$ cat src/rtl/cdr_loop_filter.sv
// -----------------------------------------------------------------------------
// cdr_loop_filter
//
// Digital loop filter and phase selector for the bang-bang CDR. Up/down votes
// from the phase detector are integrated in a signed accumulator; when the
// accumulated vote reaches +/-THRESH the phase pointer steps (modulo NPHASE)
// and the accumulator restarts from zero. A lock indicator is raised after
// LOCK_CNT consecutive valid step-free samples and dropped on any step.
//
// Optional feature macro: CDR_LF_HOLDOFF_EN
//   defined   : votes are ignored for HOLDOFF cycles after every step
//   undefined : votes are used on every valid cycle, HOLDOFF is ignored
//
// Parameters:
//   NPHASE   number of selectable clock phases (>= 2)
//   THRESH   accumulator magnitude that triggers a phase step (>= 1)
//   LOCK_CNT consecutive valid step-free samples to assert locked (>= 1)
//   HOLDOFF  cycles votes are ignored after a step (holdoff build only)
//
// Ports:
//   clk        block clock, all state updates on posedge
//   rst        asynchronous active-low reset
//   pd_valid   qualifies up/down for this cycle
//   up         phase detector vote to advance
//   down       phase detector vote to retard
//   phase_sel  selected phase index
//   step_up    one-cycle pulse, phase_sel incremented this cycle
//   step_dn    one-cycle pulse, phase_sel decremented this cycle
//   locked     loop lock indicator
//
// Lock FSM:
//   state   | meaning
//   ACQUIRE | lock counter below LOCK_CNT, locked = 0
//   LOCKED  | LOCK_CNT step-free valid samples seen, locked = 1
// -----------------------------------------------------------------------------
module cdr_loop_filter #(
  parameter int NPHASE   = 8,
  parameter int THRESH   = 8,
  parameter int LOCK_CNT = 16,
  parameter int HOLDOFF  = 4
) (
  input  logic                      clk,
  input  logic                      rst,
  input  logic                      pd_valid,
  input  logic                      up,
  input  logic                      down,
  output logic [$clog2(NPHASE)-1:0] phase_sel,
  output logic                      step_up,
  output logic                      step_dn,
  output logic                      locked
);

  localparam int PW = $clog2(NPHASE);
  localparam int AW = $clog2(THRESH) + 2;
  localparam int CW = $clog2(LOCK_CNT + 1);

  localparam logic [PW-1:0]        P_LAST = PW'(NPHASE - 1);
  localparam logic signed [AW-1:0] P_POS  = AW'(THRESH);
  localparam logic signed [AW-1:0] P_NEG  = -P_POS;
  localparam logic [CW-1:0]        P_LOCK = CW'(LOCK_CNT);

  // Elaboration-time sanity checks on the parameter set.
  if (NPHASE < 2) begin : g_chk_nphase
    $error("cdr_loop_filter: NPHASE must be at least 2");
  end
  if (THRESH < 1) begin : g_chk_thresh
    $error("cdr_loop_filter: THRESH must be at least 1");
  end
  if (LOCK_CNT < 1) begin : g_chk_lock
    $error("cdr_loop_filter: LOCK_CNT must be at least 1");
  end
  if (HOLDOFF < 0) begin : g_chk_holdoff
    $error("cdr_loop_filter: HOLDOFF must not be negative");
  end

  typedef enum logic {
    ACQUIRE = 1'b0,
    LOCKED  = 1'b1
  } lock_state_t;

  lock_state_t             r_state;
  logic signed [AW-1:0]    r_acc;
  logic        [PW-1:0]    r_phase;
  logic        [CW-1:0]    r_cnt;
  logic                    r_step_up;
  logic                    r_step_dn;
  logic                    r_locked;

  logic signed [AW-1:0]    w_vote;
  logic signed [AW-1:0]    w_acc_sum;
  logic                    w_step_up;
  logic                    w_step_dn;
  logic                    w_step;
  logic        [CW-1:0]    w_cnt_nx;
  logic                    w_hold_active;

`ifdef CDR_LF_HOLDOFF_EN
  localparam int HW = (HOLDOFF > 0) ? $clog2(HOLDOFF + 1) : 1;
  localparam logic [HW-1:0] P_HOLD = HW'(HOLDOFF);

  logic [HW-1:0] r_hold;

  assign w_hold_active = (r_hold != '0);

  // Holdoff counter runs on every clock, valid or not; a step reloads it.
  always_ff @(posedge clk or negedge rst) begin
    if (!rst) begin
      r_hold <= '0;
    end else if (w_step) begin
      r_hold <= P_HOLD;
    end else if (r_hold != '0) begin
      r_hold <= r_hold - HW'(1);
    end
  end
`else
  assign w_hold_active = 1'b0;
`endif

  always_comb begin
    w_vote = '0;
    // During holdoff a valid vote still counts as a step-free sample for the
    // lock counter; it just contributes nothing to the accumulator.
    if (pd_valid && !w_hold_active) begin
      if (up && !down) begin
        w_vote = AW'(1);
      end else if (down && !up) begin
        w_vote = '1;
      end
    end
    w_acc_sum = r_acc + w_vote;
    w_step_up = pd_valid && (w_acc_sum == P_POS);
    w_step_dn = pd_valid && (w_acc_sum == P_NEG);
    w_step    = w_step_up || w_step_dn;

    w_cnt_nx = r_cnt;
    if (pd_valid) begin
      if (w_step) begin
        w_cnt_nx = '0;
      end else if (r_cnt != P_LOCK) begin
        w_cnt_nx = r_cnt + CW'(1);
      end
    end
  end

  always_ff @(posedge clk or negedge rst) begin
    if (!rst) begin
      r_state   <= ACQUIRE;
      r_acc     <= '0;
      r_phase   <= '0;
      r_cnt     <= '0;
      r_step_up <= 1'b0;
      r_step_dn <= 1'b0;
      r_locked  <= 1'b0;
    end else begin
      r_step_up <= w_step_up;
      r_step_dn <= w_step_dn;
      r_cnt     <= w_cnt_nx;

      if (pd_valid) begin
        r_acc <= w_step ? '0 : w_acc_sum;
      end

      // Explicit wrap compare so non-power-of-two NPHASE never leaves range.
      if (w_step_up) begin
        r_phase <= (r_phase == P_LAST) ? '0 : r_phase + PW'(1);
      end else if (w_step_dn) begin
        r_phase <= (r_phase == '0) ? P_LAST : r_phase - PW'(1);
      end

      case (r_state)
        ACQUIRE: begin
          if (w_cnt_nx == P_LOCK) begin
            r_state  <= LOCKED;
            r_locked <= 1'b1;
          end
        end
        LOCKED: begin
          if (w_step) begin
            r_state  <= ACQUIRE;
            r_locked <= 1'b0;
          end
        end
        default: begin
          r_state  <= ACQUIRE;
          r_locked <= 1'b0;
        end
      endcase
    end
  end

  assign phase_sel = r_phase;
  assign step_up   = r_step_up;
  assign step_dn   = r_step_dn;
  assign locked    = r_locked;

endmodule

$ cat config.mk
export PLATFORM = sky130hd
export DESIGN_NAME = cdr_loop_filter
export DESIGN_NICKNAME = d
export VERILOG_FILES = /design/src/rtl/cdr_loop_filter.sv
export SDC_FILE = /design/constraint.sdc
export NUM_CORES = 1
export LEC_CHECK = 0
export ABC_AREA = 0
export BUFFER_PORTS_ARGS = -buffer_cell sky130_fd_sc_hd__buf_2
export CORE_ASPECT_RATIO = 0.75
export CORE_MARGIN = 2
export CORE_UTILIZATION = 58
export DETAILED_ROUTE_END_ITERATION = 10
export HOLD_SLACK_MARGIN = 0.1
export MAX_ROUTING_LAYER = met4
export PLACE_DENSITY = 0.8
export SLEW_MARGIN = 30
export SYNTH_ARGS = -nofsm -noshare
export SYNTH_HDL_FRONTEND = slang
export SYNTH_SLANG_ARGS = --single-unit
$ cat constraint.sdc
create_clock -name clk -period 2.5 [get_ports clk]
set_input_delay 0.125 -clock clk [delete_from_list [all_inputs] [get_ports clk]]
set_output_delay 0.125 -clock clk [all_outputs]
set_load 0.02 [all_outputs]
Word-level counts from Yosys, hierarchy flattened:

Index checks and enable logic that the tools add are counted.

* output and inout port bits: 6
* bits in registers: 17

* muxes and demuxes: 17
* bitwise operators: 1
* eq/ne operators: 7
* reduce and logical (&&, ||, !) cells: 10
* add/subtract/negate cells: 4

Operators by type and width (number)
* $mux 5: 7
* $mux 3: 4
* $eq 5x5->1 const B: 2
* $add 5x1->5 const B: 1
* $add 5x5->5: 1
* $eq 5x4->1 const B: 1
* $ne 5x5->1 const B: 1
* $logic_and 1x1->1: 4
* $mux 1: 4
* $pmux 1 s2: 2
* $add 3x1->3 const B: 1
* $eq 3x3->1 const B: 1
* $logic_not 3->1: 1
* $sub 3x1->3 const B: 1
* $logic_not 1->1: 2
* $ne 2x1->1 const B: 1
* $ne 2x2->1 const B: 1
* $reduce_and 2->1: 1
* $reduce_bool 2->1: 1
* $logic_or 1x1->1: 1
* $not 1->1: 1

Logic depth before layout (Yosys ltp):

Gate-level depths: netlist of the first run.

* word-level depth: 14
* gate-level depth with buffers: 11

Worst setup path after synthesis of the first run:

OpenSTA, ideal clock, no wires.

* path type: input-to-reg
* start: in pd_valid
* end: reg r_phase[1] (netlist: phase_sel[1])
* data required time: 2.408 ns
* stages on the path: 9
* buffers on the path: 3
* setup time: 0.092 ns
* slack: 0.213 ns
* arrival time: 2.195 ns
* cell sequence: buf_2 > buf_1 > nor2b_1 > ha_1 > ha_1 > or2_2 > buf_1 > or3_4 > o31ai_2

* longest elaborated chain between the ends: 5
* elaborated cells on any way between the ends: 8

RTL lines
* from (decl): RTL line 44 `input logic pd_valid,`
* $mux 5: RTL line 123 `if (pd_valid && !w_hold_active) begin`
* $add 5x5->5: RTL line 130 `w_acc_sum = r_acc + w_vote;`
* $eq 5x5->1 or $eq 5x4->1 (tied branches): RTL line 131, 132
* $logic_and 1x1->1, on equally long branches: RTL line 131, 132
* $mux 3 or $reduce_bool 2->1 (tied branches)
* to (signal assigned): RTL line 165 `r_phase <= (r_phase == P_LAST) ? '0 : r_phase + PW'(1);`
* to (signal assigned): RTL line 167 `r_phase <= (r_phase == '0) ? P_LAST : r_phase - PW'(1);`
* to (decl): RTL line 83 `logic [PW-1:0] r_phase;`

Parallel ways exist; a longest one is shown, timed or not.
A chain may end at the register's enable or synchronous reset.

Worst setup path in the final report of the first run:

* start: reg r_acc[1]
* end: reg r_phase[1] (netlist: phase_sel[1])

* longest elaborated chain between the ends: 4
* elaborated cells on any way between the ends: 7

RTL lines
* from (decl): RTL line 82 `logic signed [AW-1:0] r_acc;`
* from (signal assigned): RTL line 160 `r_acc <= w_step ? '0 : w_acc_sum;`
* $add 5x5->5 (*): RTL line 130
* $eq 5x5->1 or $eq 5x4->1 (tied branches): RTL line 131, 132
* $logic_and 1x1->1, on equally long branches: RTL line 131, 132
* $mux 3 or $reduce_bool 2->1 (tied branches)

Every way passes the cells marked *; elsewhere a longest branch is shown, timed or not.

==> run_results.csv, run 1 <==
group,metric,value,unit
sta,setup_tns,0,ns
power,powerDensity,1100,mW/mm^2
sta,worst_pin_slew,0.553,ns
synthesis,synthFlopType,"dfrtp_1",
global_routing,grt_pass1_vias,953,
clock_tree,cts_made_buffers,3,
sta,whs,0.146,ns
sta,max_freq,0.450,GHz
routing,num_vias,957,
floorplanning,die_area,0.00241,mm^2
floorplanning,pin_count,11,
routing,drcViolationCount,0,
critical_path,rr_worst_depth,8,
cells_and_area,stdcell_area,0.00129,mm^2
clock_tree,clockBufferDepth,2,
floorplanning,fp-row-count,14,
sta,period_share,0.889,
routing,drtAntennaViolNets,0,
routing,drt_iter0_drc,65,
global_routing,grt.total_usage,0.229,
placed_design,gp_congestion,0.906,
global_routing,grt_max_degree,20,
cells_and_area,areaGrowthSynthToFinish,9.57,%
synthesis,synth_cell_type_count,45,
power,seqPwrFrac,0.375,
critical_path,worst-r2r-setup-slack,0.28,ns
synthesis,synth_top_cell_area_share,0.362,
synthesis,netlist_instances,127,
power,comb_power_share,0.518,
critical_path,rr_endpoint,"phase_sel[1]",
sta,rsz0062_at_grt,"false",
global_routing,grt_pass1_wl,4150,um
floorplanning,start_util,0.599,
sta,slew_headroom,0.628,
worst_hold_path,hp-start,"pd_valid",
clock_tree,clock_sinks,17,
sta,finalHoldViolations,0,
critical_path,critical_path_class,"flop to flop",
cells_and_area,drive_gt1_frac,0.193,
placed_design,placed_cell_area,0.00125,mm^2
synthesis,yosys_warnings,0,
synthesis,synth-seq-cells,17,
routing,wl_per_cell,13.9,um
power,peakVddDrop,0.573,mV
sta,slew_viol_final,0,
critical_path,arrival,2.44,ns
placed_design,port_buffers,10,
critical_path,critPathLaunchType,"flop",
synthesis,seq_area_frac_synth,0.362,
synthesis,syn-num-nets,142,
cells_and_area,nets,156,
critical_path,r2r-start,"r_acc[1]",
synthesis,synth_edf_count,0,
critical_path,crit_path_max_fanout,7,
power,pwr-share-clk,0.107,
synthesis,avgSynthCellArea,9.26,um^2
critical_path,crit_path_end_kind,"flop",
power,leakagePower,0.619,nW
synthesis,synth_top_cell_by_area,"dfrtp_1",
power,internal-power,760,uW
flow_run,drv_cap,0,
clock_tree,cts_setup_buffers,0,
sta,timing.final.ws_setup,0.276,ns
worst_hold_path,hold_end,"r_acc[2]",
routing,wl,2290,um
sta,fin_crit,2.22,ns
clock_tree,cts_root_buf,"clkbuf_4",
floorplanning,die_x,56.0,um
sta,clock_skew,0.00541,ns
global_routing,grt-ovfl-total,0,
placed_design,hpwl,1720,um
floorplanning,die_h,43,um
power,switching_power,653,uW
sta,setup_violations,0,
synthesis,async_reset_ff_frac,1.00,
placed_design,pre_cts_ws,0.0751,ns
cells_and_area,num_antenna_cells,0,
global_routing,antenna_found_initial,0,
routing,viasPerCell,5.84,
power,p_sw_frac,0.462,
synthesis,synthTopCellsByArea,"dfrtp_1, ha_1, inv_1",
synthesis,synth_commonest_cells,"dfrtp_1, inv_1, ha_1, a21oi_1, nor2_1",
worst_hold_path,holdPathStages,3,
clock_tree,clk_pin_slew,0.10,ns
clock_tree,htreeDepth,1,
synthesis,yosysMostFrequentCell,"dfrtp_1",
worst_hold_path,hp-class,"input port to flop",
critical_path,required,2.72,ns
run_status,status,"finished, final reports clean",
clock_tree,ctsResizeCount,0,
routing,drt-pass1-iter-count,4,
floorplanning,core_area,0.00196,mm^2
clock_tree,cts_tree,"yes",
clock_tree,insertion_delay,0.30,ns
synthesis,syn_area,0.00118,mm^2
[worst max-delay path by stage]
stage	start	endpoint	cells after the start
5_1_grt	r_acc[1]	phase_sel[1]	8
4_1_cts	r_acc[0]	phase_sel[1]	7
6_report	r_acc[1]	phase_sel[1]	8
3_3_place_gp	up	phase_sel[1]	12
2_1_floorplan	pd_valid	phase_sel[1]	9
3_5_place_dp	up	phase_sel[1]	12
[flip-flops by register name, indices dropped and copies added (netlist names)]
register and cells:
r_cnt 5, locked 1, step_up 1, phase_sel 3
r_acc 5, step_dn 1, r_state 1
[placed cells by master, fill, tap and decap left out, drive strengths merged, types with 2 or more instances in the layout]
| master | n |
|---|---|
| or3 | 2 |
| nand4 | 2 |
| and3 | 3 |
| nor3 | 2 |
| mux2 | 2 |
| xnor2 | 4 |
| o31ai | 6 |
| clkbuf | 3 |
| dfrtp | 17 |
| a21oi | 8 |
| nand2 | 6 |
| inv | 17 |
| nand2b | 2 |
| nor2 | 8 |
| nand3 | 2 |
| ha | 10 |
| nor3b | 2 |
| buf | 13 |
| o21ai | 6 |
| nor2b | 2 |
| o22ai | 3 |
| mux2i | 5 |
| and2 | 2 |
[power groups by stage]
stage,Clock [mW],Sequential [mW],Combinational [mW]
detailed placement,0,0.528,0.726
CTS,0.157,0.524,0.734
finish,0.151,0.530,0.731
global route,0.164,0.546,0.838
floorplan,0,0.513,0.571
global placement,0,0.520,0.696
[cells by family after synthesis]
group,after synthesis,share of synthesized area
xor+xnor,5,0.0436
fa+ha+maj,10,0.106
flops,17,0.362
mux,7,0.0681
buf+inv,22,0.0777
compound gates,28,0.154
simple gates,38,0.188
[per-stage QoR]
stage | instances | util | power [mW]
after CTS | 164 | 0.657 | 1.41
after floorplan | 127 | - | 1.08
after detailed placement | 159 | 0.638 | 1.25
final | 164 | 0.657 | 1.41
after global routing | 164 | 0.657 | 1.55
after global placement | 159 | 0.638 | 1.22
[routing by layer]
layer / track usage / vias to the layer above / part of all wire
li1: - / 472 / -
met1: 0.299 / 448 / 0.48
met2: 0.351 / 35 / 0.46
met3: 0.0549 / 2 / 0.056
met4: 0.0810 / 0 / 0.0061
met5: - / - / 0
[timing repair]
action                                  CTS  global route
hold endpoints to repair                 17             0
hold buffers                              1             0
endpoints found under the setup margin    0             0
[worst max-delay path, cell delays in order (launching register included)]
cell	delay, ns
dfrtp_1	0.40
inv_1	0.09
xnor2_1	0.14
ha_1	0.25
o31ai_1	0.26
mux2i_1	0.27
nand4_1	0.28
and3_1	0.30
o31ai_2	0.16
[final cells by class]
class | count | area, um^2
clock buffer | 3 | 22.5
clock inverter | 1 | 5.00
fill | 158 | 673
inverter | 17 | 63.8
multi-input combinational | 88 | 659
sequential | 17 | 425
tap | 24 | 30.0
timing repair buffer | 14 | 82.6
(Power assumes the default switching activity.)
==> run 2: changes to the inputs <==
REMOVE_ABC_BUFFERS = 1   (was default)
==> run 2 against run 1 <==
Effect of this change:
- core utilization stayed put
- maximum frequency grew 1.2%
- total power down 0.50%
- clock skew grew 0.0081 ns
- non-clock buffer count unchanged
- largest power group unchanged
- highest routed layer unchanged
==> run_results.csv, run 2 (synthesis results as in run 1) <==
group,metric,value,unit
sta,fin_crit,2.20,ns
floorplanning,start_util,0.599,
cells_and_area,num_antenna_cells,0,
clock_tree,cts_setup_buffers,0,
cells_and_area,drive_gt1_frac,0.193,
placed_design,gp_congestion,0.935,
power,powerDensity,1090,mW/mm^2
floorplanning,die_x,56.0,um
critical_path,critical_path_class,"flop to flop",
critical_path,path_cells,"inv_1 > xnor2_1 > ha_1 > o31ai_1 > mux2i_1 > nand4_1 > and3_1 > o31ai_2",
sta,rsz0062_at_grt,"false",
critical_path,path_delay_family,"simple AND/OR/NAND/NOR gates",
global_routing,antenna_found_initial,0,
routing,num_vias,951,
cells_and_area,final_cell_mix,"dfrtp_1, inv_1, ha_1, buf_2",
cells_and_area,final_common_cell,"dfrtp_1",
placed_design,port_buffers,10,
sta,timing.final.ws_setup,0.303,ns
global_routing,grt_pass1_wl,3910,um
sta,slew_headroom,0.646,
global_routing,grt_max_degree,19,
floorplanning,die_h,43,um
power,peakVddDrop,0.618,mV
placed_design,hpwl,1700,um
global_routing,grt_pass1_vias,940,
floorplanning,die_area,0.00241,mm^2
critical_path,arrival,2.41,ns
sta,whs,0.152,ns
critical_path,critPathLaunchType,"flop",
clock_tree,cts_made_buffers,3,
routing,drtAntennaViolNets,0,
clock_tree,clockBufferDepth,2,
clock_tree,insertion_delay,0.29,ns
critical_path,cp_num_buf_inv,1,
global_routing,grt.total_usage,0.211,
sta,setup_violations,0,
routing,wl,2210,um
flow_run,drv_cap,0,
cells_and_area,regArea,425,um^2
critical_path,required,2.71,ns
sta,worst_pin_slew,0.527,ns
cells_and_area,nets,156,
run_status,status,"finished, final reports clean",
critical_path,crit_path_end_kind,"flop",
floorplanning,fp-row-count,14,
sta,finalHoldViolations,0,
worst_hold_path,hp-class,"input port to flop",
global_routing,grt-ovfl-total,0,
cells_and_area,fin_util,0.657,
critical_path,crit_path_max_fanout,7,
floorplanning,core_area,0.00196,mm^2
clock_tree,htreeDepth,1,
sta,slew_viol_final,0,
critical_path,cp_slowest_cell,"dfrtp_1",
routing,viasPerCell,5.80,
sta,setup_tns,0,ns
routing,wl_per_cell,13.5,um
placed_design,pre_cts_ws,0.124,ns
power,leakagePower,0.619,nW
routing,drcViolationCount,0,
floorplanning,pin_count,11,
cells_and_area,areaGrowthSynthToFinish,9.57,%
routing,drt-pass1-iter-count,4,
clock_tree,cts_root_buf,"clkbuf_4",
sta,period_share,0.879,
sta,clock_skew,0.0135,ns
clock_tree,cts_tree,"yes",
sta,max_freq,0.455,GHz
clock_tree,clk_pin_slew,0.10,ns
clock_tree,clock_sinks,17,
routing,drt_iter0_drc,33,
cells_and_area,multiInputGateArea,659,um^2
critical_path,critPathMaxStageDelay,0.40,ns
cells_and_area,fill_cells,158,
==> run 2: cell counts in the layout (fill, tap and decap cells not counted) <==
Identical to the previous run, type by type.
==> run 2: cell type report <==
cell class / instances / area share
tap: 24 / 0.0233
inverter: 17 / 0.0495
multi-input combinational: 88 / 0.512
clock buffer: 3 / 0.0175
clock inverter: 1 / 0.00388
sequential: 17 / 0.330
timing repair buffer: 14 / 0.0641
==> run 2: power by group <==
group          internal, mW  switching (mW)
Combinational         0.313           0.422
Clock                0.0595          0.0851
Sequential            0.390           0.135
==> run 2: final timing paths <==
path	slack, ns	to	depth (start not counted)	start
setup / recovery	0.30	phase_sel[1]	8	r_acc[1]
hold / removal	0.15	r_acc[2]	3	pd_valid
setup reg to reg	0.30	phase_sel[1]	8	r_acc[1]
max in group asynchronous	1.95	r_acc[3]	2	rst
hold reg to reg	0.52	r_acc[0]	1	r_acc[0]
min in group asynchronous	0.26	locked	2	rst
==> run 2: worst reg2reg max path: cells and delay by family, from the launching register on <==
family | cells | cell delay (ns)
DFF | 1 | 0.40
AOI/OAI and AO/OA | 2 | 0.42
muxes | 1 | 0.29
xor gates and xnor gates | 1 | 0.14
adders and majority gates | 1 | 0.25
buffers and inverters | 1 | 0.09
and+or+nand+nor | 2 | 0.54
==> run 2: repair_timing <==
action / CTS / global route
endpoints found under the hold margin: 17 / 0
setup endpoints to repair: 0 / 0
resized for setup: 0 / 0
hold buffers: 1 / 0
==> run 2: routing by layer <==
metal  vias to the layer above  global-route usage  share of wire
li1                        473                   -              -
met1                       448               0.257           0.47
met2                        28               0.355           0.46
met3                         2              0.0610          0.063
met4                         0              0.0429         0.0032
met5                         -                   -              0
==> run 2: through the flow <==
stage,power (mW),instance area (um^2),cells
finish,1.41,1290,164
global route,1.55,1290,164
CTS,1.41,1290,164
detailed placement,1.26,1250,159
global placement,1.21,1250,159
floorplan,1.05,1150,122
